===== src/rtl/pad_io_pkg.sv =====
// Shared defaults and types for the pad-to-core I/O bridge.
package pad_io_pkg;
  localparam int DEF_DATA_IN_W   = 16;
  localparam int DEF_BIDIR_W     = 4;
  localparam int DEF_DOUT_W      = 8;
  localparam int DEF_FLAG_W      = 3;
  localparam int DEF_FIFO_DEPTH  = 4;
  localparam int DEF_HOLD_CYCLES = 3;
  localparam int DEF_OUT_W       = DEF_FLAG_W + DEF_DOUT_W;

  // Bit positions inside the flag field, MSB first: {carry,sign,overflow}
  localparam int FLAG_CARRY = 2;
  localparam int FLAG_SIGN  = 1;
  localparam int FLAG_OVF   = 0;

  typedef enum logic {IDLE, HOLD} drain_state_e;

  function automatic int level_w(input int depth);
    return $clog2(depth + 1);
  endfunction
endpackage


===== src/rtl/pad_io_bridge_if.sv =====
// Pad/core signal bundle for pad_io_bridge; slave = bridge side, master = pads/core side.
interface pad_io_bridge_if #(
  parameter int DATA_IN_W  = pad_io_pkg::DEF_DATA_IN_W,
  parameter int BIDIR_W    = pad_io_pkg::DEF_BIDIR_W,
  parameter int DOUT_W     = pad_io_pkg::DEF_DOUT_W,
  parameter int FLAG_W     = pad_io_pkg::DEF_FLAG_W,
  parameter int FIFO_DEPTH = pad_io_pkg::DEF_FIFO_DEPTH
) ();
  localparam int LVL_W = pad_io_pkg::level_w(FIFO_DEPTH);

  logic [DATA_IN_W-1:0]         pad_data_in;
  logic [BIDIR_W-1:0]           bidir_inputs_from_pad;
  logic [BIDIR_W+DATA_IN_W-1:0] cpu_data_in;
  logic                         cpu_in_changed;
  logic [DOUT_W-1:0]            cpu_data_out;
  logic [FLAG_W-1:0]            cpu_flags;
  logic                         cpu_out_valid;
  logic                         cpu_out_ready;
  logic                         drop_clr;
  logic [FLAG_W+DOUT_W-1:0]     bidir_output_data;
  logic                         pad_out_strobe;
  logic [LVL_W-1:0]             fifo_level;
  logic                         drop_sticky;

  modport slave (
    input  pad_data_in, bidir_inputs_from_pad, cpu_data_out, cpu_flags, cpu_out_valid, drop_clr,
    output cpu_data_in, cpu_in_changed, cpu_out_ready, bidir_output_data, pad_out_strobe,
           fifo_level, drop_sticky
  );
  modport master (
    output pad_data_in, bidir_inputs_from_pad, cpu_data_out, cpu_flags, cpu_out_valid, drop_clr,
    input  cpu_data_in, cpu_in_changed, cpu_out_ready, bidir_output_data, pad_out_strobe,
           fifo_level, drop_sticky
  );
endinterface


===== src/rtl/pad_out_fifo.sv =====
// Synchronous FIFO buffering core result words; registered level, no fall-through.
module pad_out_fifo import pad_io_pkg::*; #(
  parameter int DEPTH = DEF_FIFO_DEPTH,
  parameter int WIDTH = DEF_OUT_W
) (
  input  logic                       clk,
  input  logic                       rst_n,
  input  logic                       push,
  input  logic                       pop,
  input  logic [WIDTH-1:0]           wdata,
  output logic [WIDTH-1:0]           rdata,
  output logic                       full,
  output logic                       empty,
  output logic [$clog2(DEPTH+1)-1:0] level
);
  localparam int AW = $clog2(DEPTH);
  localparam int LW = $clog2(DEPTH + 1);

  logic [WIDTH-1:0] mem [DEPTH];
  logic [AW-1:0]    wr_ptr, rd_ptr;
  logic [LW-1:0]    cnt;
  logic             do_push, do_pop;

  assign do_pop  = pop && !empty;
  // A push on full is still taken when the head leaves in the same cycle.
  assign do_push = push && (!full || do_pop);
  assign full    = (cnt == LW'(DEPTH));
  assign empty   = (cnt == '0);
  assign level   = cnt;
  assign rdata   = mem[rd_ptr];

  // Storage array; contents are don't-care until written.
  always_ff @(posedge clk) begin
    if (do_push) mem[wr_ptr] <= wdata;
  end

  // Pointers wrap naturally since DEPTH is a power of two.
  always_ff @(posedge clk) begin
    if (!rst_n) begin
      wr_ptr <= '0;
      rd_ptr <= '0;
      cnt    <= '0;
    end else begin
      if (do_push) wr_ptr <= wr_ptr + 1'b1;
      if (do_pop)  rd_ptr <= rd_ptr + 1'b1;
      case ({do_push, do_pop})
        2'b10:   cnt <= cnt + 1'b1;
        2'b01:   cnt <= cnt - 1'b1;
        default: cnt <= cnt;
      endcase
    end
  end
endmodule


===== src/rtl/pad_io_bridge.sv =====
// Pad-to-core bridge: input capture with change pulse, output word FIFO and
// a drain FSM replaying words to the pads with a strobe and hold time.
// Build option PAD_IN_SYNC_EN: adds a 2-flop synchroniser ahead of the input capture.
module pad_io_bridge import pad_io_pkg::*; #(
  parameter int DATA_IN_W   = DEF_DATA_IN_W,
  parameter int BIDIR_W     = DEF_BIDIR_W,
  parameter int DOUT_W      = DEF_DOUT_W,
  parameter int FLAG_W      = DEF_FLAG_W,
  parameter int FIFO_DEPTH  = DEF_FIFO_DEPTH,
  parameter int HOLD_CYCLES = DEF_HOLD_CYCLES
) (
  input  logic          pad_clk,
  input  logic          pad_rst_n,
  pad_io_bridge_if.slave bus
);
  localparam int IN_W  = BIDIR_W + DATA_IN_W;
  localparam int OUT_W = FLAG_W + DOUT_W;
  localparam int LVL_W = level_w(FIFO_DEPTH);
  localparam int CNT_W = $clog2(HOLD_CYCLES + 1);

  logic [IN_W-1:0] pad_word, cap_src, cap_q;
  logic            chg_q;

  assign pad_word = {bus.bidir_inputs_from_pad, bus.pad_data_in};

`ifdef PAD_IN_SYNC_EN
  logic [IN_W-1:0] sync1, sync2;
  // Two-stage synchroniser for asynchronous pad inputs.
  always_ff @(posedge pad_clk) begin
    if (!pad_rst_n) begin
      sync1 <= '0;
      sync2 <= '0;
    end else begin
      sync1 <= pad_word;
      sync2 <= sync1;
    end
  end
  assign cap_src = sync2;
`else
  assign cap_src = pad_word;
`endif

  // Capture register; the change pulse rises together with the new value.
  always_ff @(posedge pad_clk) begin
    if (!pad_rst_n) begin
      cap_q <= '0;
      chg_q <= 1'b0;
    end else begin
      cap_q <= cap_src;
      chg_q <= (cap_src != cap_q);
    end
  end

  assign bus.cpu_data_in    = cap_q;
  assign bus.cpu_in_changed = chg_q;

  logic [OUT_W-1:0] head;
  logic             full, empty, pop;
  logic [LVL_W-1:0] level;

  pad_out_fifo #(.DEPTH(FIFO_DEPTH), .WIDTH(OUT_W)) u_fifo (
    .clk   (pad_clk),
    .rst_n (pad_rst_n),
    .push  (bus.cpu_out_valid),
    .pop   (pop),
    .wdata ({bus.cpu_flags, bus.cpu_data_out}),
    .rdata (head),
    .full  (full),
    .empty (empty),
    .level (level)
  );

  assign bus.cpu_out_ready = !full;
  assign bus.fifo_level    = level;

  drain_state_e     state_q, state_d;
  logic [CNT_W-1:0] cnt_q, cnt_d;
  logic [OUT_W-1:0] out_q, out_d;
  logic             stb_q, stb_d;

  // Drain FSM: the counter is loaded with HOLD_CYCLES so that, counting the
  // pop cycle in IDLE, strobes are HOLD_CYCLES+2 cycles apart under backlog.
  always_comb begin
    state_d = state_q;
    cnt_d   = cnt_q;
    out_d   = out_q;
    stb_d   = 1'b0;
    pop     = 1'b0;
    case (state_q)
      IDLE: if (!empty) begin
        pop     = 1'b1;
        out_d   = head;
        stb_d   = 1'b1;
        cnt_d   = CNT_W'(HOLD_CYCLES);
        state_d = HOLD;
      end
      HOLD: if (cnt_q == '0) state_d = IDLE;
            else             cnt_d   = cnt_q - 1'b1;
      default: state_d = IDLE;
    endcase
  end

  // Drain FSM state and pad output registers; last word stays on the pads.
  always_ff @(posedge pad_clk) begin
    if (!pad_rst_n) begin
      state_q <= IDLE;
      cnt_q   <= '0;
      out_q   <= '0;
      stb_q   <= 1'b0;
    end else begin
      state_q <= state_d;
      cnt_q   <= cnt_d;
      out_q   <= out_d;
      stb_q   <= stb_d;
    end
  end

  assign bus.bidir_output_data = out_q;
  assign bus.pad_out_strobe    = stb_q;

  logic sticky_q;
  // Drop flag: set by a push lost on full; an explicit clear takes priority.
  always_ff @(posedge pad_clk) begin
    if (!pad_rst_n)                               sticky_q <= 1'b0;
    else if (bus.drop_clr)                        sticky_q <= 1'b0;
    else if (bus.cpu_out_valid && full && !pop)   sticky_q <= 1'b1;
  end

  assign bus.drop_sticky = sticky_q;
endmodule


===== src/flat_wrapper.sv =====
// flat-port wrapper written by rule: the top's interface ports become plain ports
module pad_io_bridge_flat import pad_io_pkg::*;
#(
  parameter int DATA_IN_W   = DEF_DATA_IN_W,
  parameter int BIDIR_W     = DEF_BIDIR_W,
  parameter int DOUT_W      = DEF_DOUT_W,
  parameter int FLAG_W      = DEF_FLAG_W,
  parameter int FIFO_DEPTH  = DEF_FIFO_DEPTH,
  parameter int HOLD_CYCLES = DEF_HOLD_CYCLES
)
  (pad_clk, pad_rst_n, bus_pad_data_in, bus_bidir_inputs_from_pad, bus_cpu_data_out, bus_cpu_flags, bus_cpu_out_valid, bus_drop_clr, bus_cpu_data_in, bus_cpu_in_changed, bus_cpu_out_ready, bus_bidir_output_data, bus_pad_out_strobe, bus_fifo_level, bus_drop_sticky);
  pad_io_bridge_if #(.DATA_IN_W(DATA_IN_W), .BIDIR_W(BIDIR_W), .DOUT_W(DOUT_W), .FLAG_W(FLAG_W), .FIFO_DEPTH(FIFO_DEPTH)) bus_i ();
  input  logic pad_clk;
  input  logic pad_rst_n;
  input wire logic [$bits(bus_i.pad_data_in)-1:0] bus_pad_data_in;
  input wire logic [$bits(bus_i.bidir_inputs_from_pad)-1:0] bus_bidir_inputs_from_pad;
  input wire logic [$bits(bus_i.cpu_data_out)-1:0] bus_cpu_data_out;
  input wire logic [$bits(bus_i.cpu_flags)-1:0] bus_cpu_flags;
  input wire logic [$bits(bus_i.cpu_out_valid)-1:0] bus_cpu_out_valid;
  input wire logic [$bits(bus_i.drop_clr)-1:0] bus_drop_clr;
  output wire logic [$bits(bus_i.cpu_data_in)-1:0] bus_cpu_data_in;
  output wire logic [$bits(bus_i.cpu_in_changed)-1:0] bus_cpu_in_changed;
  output wire logic [$bits(bus_i.cpu_out_ready)-1:0] bus_cpu_out_ready;
  output wire logic [$bits(bus_i.bidir_output_data)-1:0] bus_bidir_output_data;
  output wire logic [$bits(bus_i.pad_out_strobe)-1:0] bus_pad_out_strobe;
  output wire logic [$bits(bus_i.fifo_level)-1:0] bus_fifo_level;
  output wire logic [$bits(bus_i.drop_sticky)-1:0] bus_drop_sticky;
  assign bus_i.pad_data_in = bus_pad_data_in;
  assign bus_i.bidir_inputs_from_pad = bus_bidir_inputs_from_pad;
  assign bus_i.cpu_data_out = bus_cpu_data_out;
  assign bus_i.cpu_flags = bus_cpu_flags;
  assign bus_i.cpu_out_valid = bus_cpu_out_valid;
  assign bus_i.drop_clr = bus_drop_clr;
  assign bus_cpu_data_in = bus_i.cpu_data_in;
  assign bus_cpu_in_changed = bus_i.cpu_in_changed;
  assign bus_cpu_out_ready = bus_i.cpu_out_ready;
  assign bus_bidir_output_data = bus_i.bidir_output_data;
  assign bus_pad_out_strobe = bus_i.pad_out_strobe;
  assign bus_fifo_level = bus_i.fifo_level;
  assign bus_drop_sticky = bus_i.drop_sticky;
  pad_io_bridge #(.DATA_IN_W(DATA_IN_W), .BIDIR_W(BIDIR_W), .DOUT_W(DOUT_W), .FLAG_W(FLAG_W), .FIFO_DEPTH(FIFO_DEPTH), .HOLD_CYCLES(HOLD_CYCLES)) u_core (.pad_clk(pad_clk), .pad_rst_n(pad_rst_n), .bus(bus_i));
endmodule

===== config.mk =====
export PLATFORM = sky130hd
export DESIGN_NAME = pad_io_bridge_flat
export DESIGN_NICKNAME = d
export VERILOG_FILES = /design/src/rtl/pad_io_pkg.sv /design/src/rtl/pad_io_bridge_if.sv /design/src/rtl/pad_out_fifo.sv /design/src/rtl/pad_io_bridge.sv /design/src/flat_wrapper.sv
export SDC_FILE = /design/constraint.sdc
export NUM_CORES = 1
export LEC_CHECK = 0
export BUFFER_PORTS_ARGS = -buffer_cell sky130_fd_sc_hd__buf_2
export CORE_MARGIN = 2
export CORE_UTILIZATION = 58
export DETAILED_ROUTE_END_ITERATION = 7
export PLACE_DENSITY_LB_ADDON = 0.08
export RECOVER_POWER = 50
export SYNTH_ARGS = -nofsm -noshare
export SYNTH_HDL_FRONTEND = slang
export SYNTH_HIERARCHICAL = 1
export SYNTH_SLANG_ARGS = --single-unit

===== constraint.sdc =====
create_clock -name pad_clk -period 3.49 [get_ports pad_clk]
set_input_delay 0.5235 -clock pad_clk [delete_from_list [all_inputs] [get_ports pad_clk]]
set_output_delay 0.5235 -clock pad_clk [all_outputs]
set_load 0.05 [all_outputs]

==> reports/summary.txt, run 1 <==
clock-pin slew on the worst setup and hold paths -> 0.09 ns
mux cell area share after synthesis -> 7.302%
WS Path Type -> flip-flop to flip-flop
Mapped Nets -> 301
clock sinks -> 90
#FFs+latches synth -> 90
shortest period the worst path allows -> 2.400 ns
Synthesis Warnings -> 6
Post-route DRC -> 0
max-cap violation count -> 0
Worst Setup Start Kind -> flip-flop
multi-input logic area -> 0.001194 sq mm
worst r2r path cells -> 10
post_cts resized -> 0
CTS root buffer -> clkbuf_8
Setup Buffers After CTS -> 0
clk_lat worst skew -> 0.36 ns
ys flop type -> dfxtp_1
H-tree levels -> 3
Reg-to-Reg End -> u_core/u_fifo/level[2]
adder-cell share of the synthesized area -> 2.340%
first-pass GRT wire length -> 8721 um
crit path max fanout -> 9
Hold Path Cell Cnt -> 2
maximum vdd drop -> 0.3428 mV
Hold Violations, Final -> 0
cells after synthesis -> 260
FFs w/ async S/R, synth -> 0%
DR WL/cell -> 14.36 um
DRT Pass-1 Iters -> 4
status -> finished, final reports clean
RSZ-0062 raised after global routing -> false
hold path startpoint -> bus_drop_clr
total global-route track usage -> 18.18%
die width -> 82.01 um
Post-DP Area -> 0.003946 sq mm
reg-to-reg slack, setup -> 1.09 ns
Max clock buf depth -> 2
TritonCTS clock tree -> built
final instance area -> 0.004108 sq mm
vias per inst -> 5.116
Critical Path RT -> 3.76 ns
DRT iter0 DRCs -> 64
num ports -> 73
average cell area after synthesis -> 13.58 sq um
Worst Tran Pin Value -> 1.313 ns
Period Utilization, post-route -> 68.76%
Final Max Tran Viols -> 0
PD cells -> 648.5 mW/mm^2
port bufs -> 72
RD Place Congestion -> 0.7476
largest net degree at the start of global routing -> 40
max frequency -> 416.7 MHz
initial antenna violation count -> 0
final hold slack -> 0.3136 ns
TNS Setup -> 0 ns
Reg area -> 0.002242 sq mm
Hold EP -> u_core/bus.drop_sticky
Synth Area in Compound Gates -> 5.530%
fin nets -> 376
via count -> 2,123
share of layout cells above drive strength 1 -> 24.12%
crit path DAT -> 2.67 ns
Simple-Gate Fraction of Synth Area -> 12.44%
EDFF count, synth -> 44
ANT nets after route -> 0
Setup crit start -> u_core/u_fifo/level[1]
cell area after synthesis -> 0.003530 sq mm
Die Area -> 0.006726 sq mm
Post-CTS Hold Buffers -> 0
final setup skew -> 0.01126 ns
sequential area share after synthesis -> 63.52%
Crit. End Element -> flip-flop
largest family of logic cells by synthesized area -> simple AND/OR/NAND/NOR gates
post-synthesis xor/xnor area fraction -> 6.203%
Die Y -> 82.01 um
TritonCTS Buffers -> 9
Layout area overhead -> 16.38%
grt total ovfl -> 0
max_slew headroom -> 12.49%
Unique masters post-synth -> 42
Setup violations, final -> 0
final wirelength -> 5961 um
Detailed Place HPWL -> 4184 um
vias in the first global route -> 1,908
reg-to-reg startpoint -> u_core/u_fifo/level[1]
CORE AREA -> 0.005886 sq mm
P_leak -> 1.530 nW
Hold WC Path Type -> primary input to flip-flop
FP Rows -> 28
Fillers -> 439
ANT cells -> 0
initial core utilization -> 59.97%
[cells by family (layout without fill, tap and decap cells)]
| group | count (synthesis) | count (layout) |
|---|---|---|
| flops | 90 | 90 |
| mux | 12 | 12 |
| simple gates | 81 | 81 |
| fa+ha+maj | 6 | 6 |
| xor+xnor | 25 | 25 |
| buf+inv | 21 | 101 |
| compound gates | 25 | 25 |
[routing by layer]
metal  track usage (%)  part of all wire, %  up-vias
li1                  -                    -     1054
met1             22.04                   45      999
met2             29.67                   47       62
met3             5.385                  6.2        8
met4             9.000                  1.7        0
met5                 0                    0        -
[per-stage QoR]
stage | std cells | total power, mW | util, % | worst slack, ns
after floorplan | 260 | 1.842 | - | 0.8203
after global placement | 399 | 1.983 | 67.05 | 1.254
after global routing | 415 | 2.791 | 69.79 | 0.9004
after CTS | 415 | 2.696 | 70.43 | 1.112
final | 415 | 2.664 | 69.79 | 1.090
after detailed placement | 399 | 2.000 | 67.05 | 1.137
[flip-flops by register name, indices dropped and copies added (netlist names), 2 cells and up, named ones only]
signal	count
u_core/u_fifo/mem	44
u_core/u_fifo/level	3
u_core/u_fifo/wr_ptr	2
u_core/bus.bidir_output_data	11
u_core/bus.cpu_data_in	20
u_core/u_fifo/rd_ptr	2
u_core/cnt_q	2
[critical path, cell delays in order (launching register included)]
cell     delay, ns
dfxtp_1       0.45
or3_2         0.20
inv_1         0.05
or2_1         0.21
inv_1         0.22
nor2b_2       0.24
nand2_1       0.09
fa_1          0.38
nor2b_1       0.18
o21ai_0       0.12
a31oi_1       0.17
[cell type report]
type / instances / area share [%]
Tap cell: 75 / 2.284
Inverter: 11 / 1.005
Timing Repair Buffer: 74 / 8.224
Multi-Input combinational cell: 149 / 29.06
Clock inverter: 6 / 1.736
Clock buffer: 10 / 3.107
Sequential cell: 90 / 54.58
[power by group]
group          leakage, nW  internal, mW  switching (mW)  total, mW
registers            0.783          1.22          0.0761       1.30
logic                0.653         0.219           0.442      0.662
clock network       0.0939         0.339           0.364      0.703
[worst max path at each step]
| stage | cells after the start | slack, ns | endpoint |
|---|---|---|---|
| final | 10 | 1.09 | u_core/u_fifo/level[2] |
| after global routing | 10 | 0.90 | u_core/u_fifo/level[2] |
| after CTS | 10 | 1.11 | u_core/u_fifo/level[2] |
| after detailed placement | 11 | 1.14 | u_core/u_fifo/level[2] |
| after global placement | 10 | 1.25 | u_core/u_fifo/level[2] |
| after floorplan | 13 | 0.82 | u_core/u_fifo/level[2] |
[synth_stat cells, types with 3 or more instances]
cell type	instances	area, sq um
mux4_2	11	247.7
ha_1	5	62.56
inv_1	11	41.29
dfxtp_1	46	920.9
xnor2_1	11	96.34
nand2_1	29	108.9
and2_2	5	37.54
edfxtp_1	44	1321
clkbuf_1	4	15.01
buf_2	3	15.01
a21boi_0	11	82.58
and2_1	21	131.4
nand3_1	5	25.02
nor2_1	6	22.52
xor2_1	14	122.6
[layout by cell type, fill, tap and decap left out, types with 9 or more instances in the layout]
cell	count
edfxtp_1	44
mux4_2	11
and2_1	15
xor2_1	14
xnor2_1	11
a21boi_0	11
dfxtp_1	46
nand2_1	29
buf_2	42
inv_1	11
clkbuf_8	9
clkbuf_1	31
No activity file was read; power rests on OpenSTA's default activity.
==> run 2: changes to the inputs <==
--- a/config.mk
+++ b/config.mk
@@ -5,9 +5,10 @@
 export SDC_FILE = /design/constraint.sdc
 export NUM_CORES = 1
 export LEC_CHECK = 0
+export ABC_AREA = 1
 export BUFFER_PORTS_ARGS = -buffer_cell sky130_fd_sc_hd__buf_2
 export CORE_MARGIN = 2
-export CORE_UTILIZATION = 58
+export CORE_UTILIZATION = 49
 export DETAILED_ROUTE_END_ITERATION = 7
 export PLACE_DENSITY_LB_ADDON = 0.08
 export RECOVER_POWER = 50
==> constraint.sdc (replaced) <==
create_clock -name pad_clk -period 2.2 [get_ports pad_clk]
set_input_delay 0.33 -clock pad_clk [delete_from_list [all_inputs] [get_ports pad_clk]]
set_output_delay 0.33 -clock pad_clk [all_outputs]
set_load 0.05 [all_outputs]
==> reports/summary.txt, run 2 <==
status -> finished, final reports clean
RSZ-0062 raised after global routing -> false
clk_lat worst skew -> 0.35 ns
Reg with most FFs -> u_core/u_fifo/mem
ANT nets after route -> 0
PD cells -> 1191 mW/mm^2
share of layout cells above drive strength 1 -> 15.15%
shortest period the worst path allows -> 2.032 ns
DR WL/cell -> 12.28 um
grt total ovfl -> 0
commonest non-fill, non-tap cell in the layout -> nand2_1
#FFs+latches synth -> 90
fin worst setup slack -> 0.1683 ns
max reg flops -> 44
most frequent cells after synthesis -> nand2_1, inv_1, nor2_1, dfxtp_1, edfxtp_1
CTS root buffer -> clkbuf_8
Die Y -> 89.89 um
Worst Setup Start Kind -> flip-flop
final setup skew -> 0.008175 ns
Unique masters post-synth -> 24
CP Cell Sequence -> nor2_2, nand2_2, inv_1, nor2_4, buf_6, nand3_1, fa_1, inv_1, nand4_1, nand3_1, nand2_1, nor2_1
Post-DP Area -> 0.004063 sq mm
die width -> 89.89 um
DRT iter0 DRCs -> 137
max-cap violation count -> 0
Period Utilization, post-route -> 92.35%
Synth area leaders -> edfxtp_1, dfxtp_1, nand2_1
max frequency -> 492.2 MHz
initial core utilization -> 50.10%
clock-pin slew on the worst setup and hold paths -> 0.08 ns
met2 routed WL -> 3047 um
final wirelength -> 6889 um
TNS Setup -> 0 ns
first-pass GRT wire length -> 11,320 um
slowest stage delay, CP -> 0.43 ns
DRT Pass-1 Iters -> 4
dpl ws -> 0.1237 ns
Worst Tran Pin Value -> 0.9830 ns
Hold Violations, Final -> 0
FFs w/ async S/R, synth -> 0%
Max clock buf depth -> 2
P_leak -> 1.868 nW
Synthesis Warnings -> 6
EDFF count, synth -> 44
TritonCTS Buffers -> 9
Detailed Place HPWL -> 4847 um
most frequent cells in the layout -> nand2_1, inv_1, nor2_1
family with the most delay on the worst path -> simple AND/OR/NAND/NOR gates
vias in the first global route -> 2,406
via count -> 2,628
num ports -> 73
Critical Path RT -> 2.48 ns
CORE AREA -> 0.007214 sq mm
Top Metal Used -> met4
Die Area -> 0.008080 sq mm
maximum vdd drop -> 0.4986 mV
cells after synthesis -> 382
crit path max fanout -> 17
TritonCTS clock tree -> built
Setup violations, final -> 0
Hold WC Path Type -> primary input to flip-flop
total power -> 5.022 mW
ANT cells -> 0
FP Rows -> 31
Layout area overhead -> 16.61%
average cell area after synthesis -> 9.463 sq um
met1 WL -> 3381 um
WS Path Type -> flip-flop to flip-flop
vias per inst -> 4.684
total global-route track usage -> 17.63%
clock sinks -> 90
sequential area share after synthesis -> 62.03%
Final Max Tran Viols -> 0
Final Util -> 58.43%
final instance area -> 0.004215 sq mm
Worst path slowest cell -> fa_1
most common cell in the netlist -> nand2_1
ys flop type -> dfxtp_1
cell area after synthesis -> 0.003615 sq mm
Post-route DRC -> 0
H-tree levels -> 3
initial antenna violation count -> 0
Crit. End Element -> flip-flop
crit path DAT -> 2.31 ns
largest net degree at the start of global routing -> 25
port bufs -> 72
fin nets -> 498
worst path bufs/invs -> 3
Mapped Nets -> 423
biggest area consumer among synthesized cells -> edfxtp_1
max_slew headroom -> 34.22%
metal3 WL -> 375 um
RD Place Congestion -> 0.6997
top cell type's share of synthesized area -> 36.55%
run 2: cell types whose count changed after synthesis, moves of 5 or more:
cell	previous run	this run
o22ai_1	0	11
o21ai_0	2	35
and2_2	5	0
a21oi_1	2	9
xor2_1	14	0
and2_1	21	0
nand2_1	29	66
inv_1	11	60
mux4_2	11	0
nor2_1	6	60
a21boi_0	11	0
run 2: logic make-up after synthesis:
group | count (synthesis) | synth area share, %
simple gates | 142 | 15.82
buf+inv | 72 | 8.031
xor+xnor | 11 | 2.665
flops | 90 | 62.03
fa+ha+maj | 6 | 2.285
compound gates | 61 | 9.173
run 2: power by group:
part           total, mW  internal, mW  switching, mW
sequential          2.15          2.02          0.124
clock               1.09         0.522          0.570
combinational       1.78         0.452           1.33
run 2: metrics by stage:
stage | hold slack [ns] | cells
2_1_floorplan | 0.4093 | 382
3_5_place_dp | 0.4609 | 545
5_1_grt | 0.1304 | 561
6_report | 0.1442 | 561
4_1_cts | 0.1260 | 561
3_3_place_gp | 0.4499 | 545
run 2: routing by layer:
metal	GRT usage [%]	vias to the layer above
met5	0	-
met4	6.538	0
met3	3.940	9
met2	27.02	67
met1	24.76	1186
li1	-	1366
run 2: final timing paths:
check	start	end	slack (ns)	cells after the start
worst max-delay path	u_core/u_fifo/level[0]	u_core/u_fifo/level[2]	0.17	12
worst min-delay path	bus_drop_clr	u_core/bus.drop_sticky	0.14	2
worst max register to register	u_core/u_fifo/level[0]	u_core/u_fifo/level[2]	0.17	12
worst min register to register	u_core/u_fifo/rd_ptr[1]	u_core/u_fifo/rd_ptr[1]	0.47	2
run 2: repair_timing:
| action | CTS | global route |
|---|---|---|
| hold buffers | 0 | 0 |
| gates resized for setup | 0 | 2 |
| endpoints found under the setup margin | 0 | 12 |
| buffers inserted | 0 | 0 |
run 2: worst reg2reg max path, delay by kind of cell (launching register included):
| kind | cells | cell delay [ns] |
|---|---|---|
| fa+ha+maj | 1 | 0.43 |
| buf+inv | 3 | 0.32 |
| simple gates | 8 | 0.84 |
| flops | 1 | 0.38 |
run 2: final cells by class:
| cell class | count | area, sq um |
|---|---|---|
| clock buffer | 9 | 123.9 |
| clock inverter | 7 | 68.82 |
| multi-input combinational | 220 | 1082 |
| tap | 99 | 123.9 |
| inverter | 61 | 229.0 |
| fill | 704 | 2999 |
| timing repair buffer | 75 | 342.8 |
| sequential | 90 | 2245 |
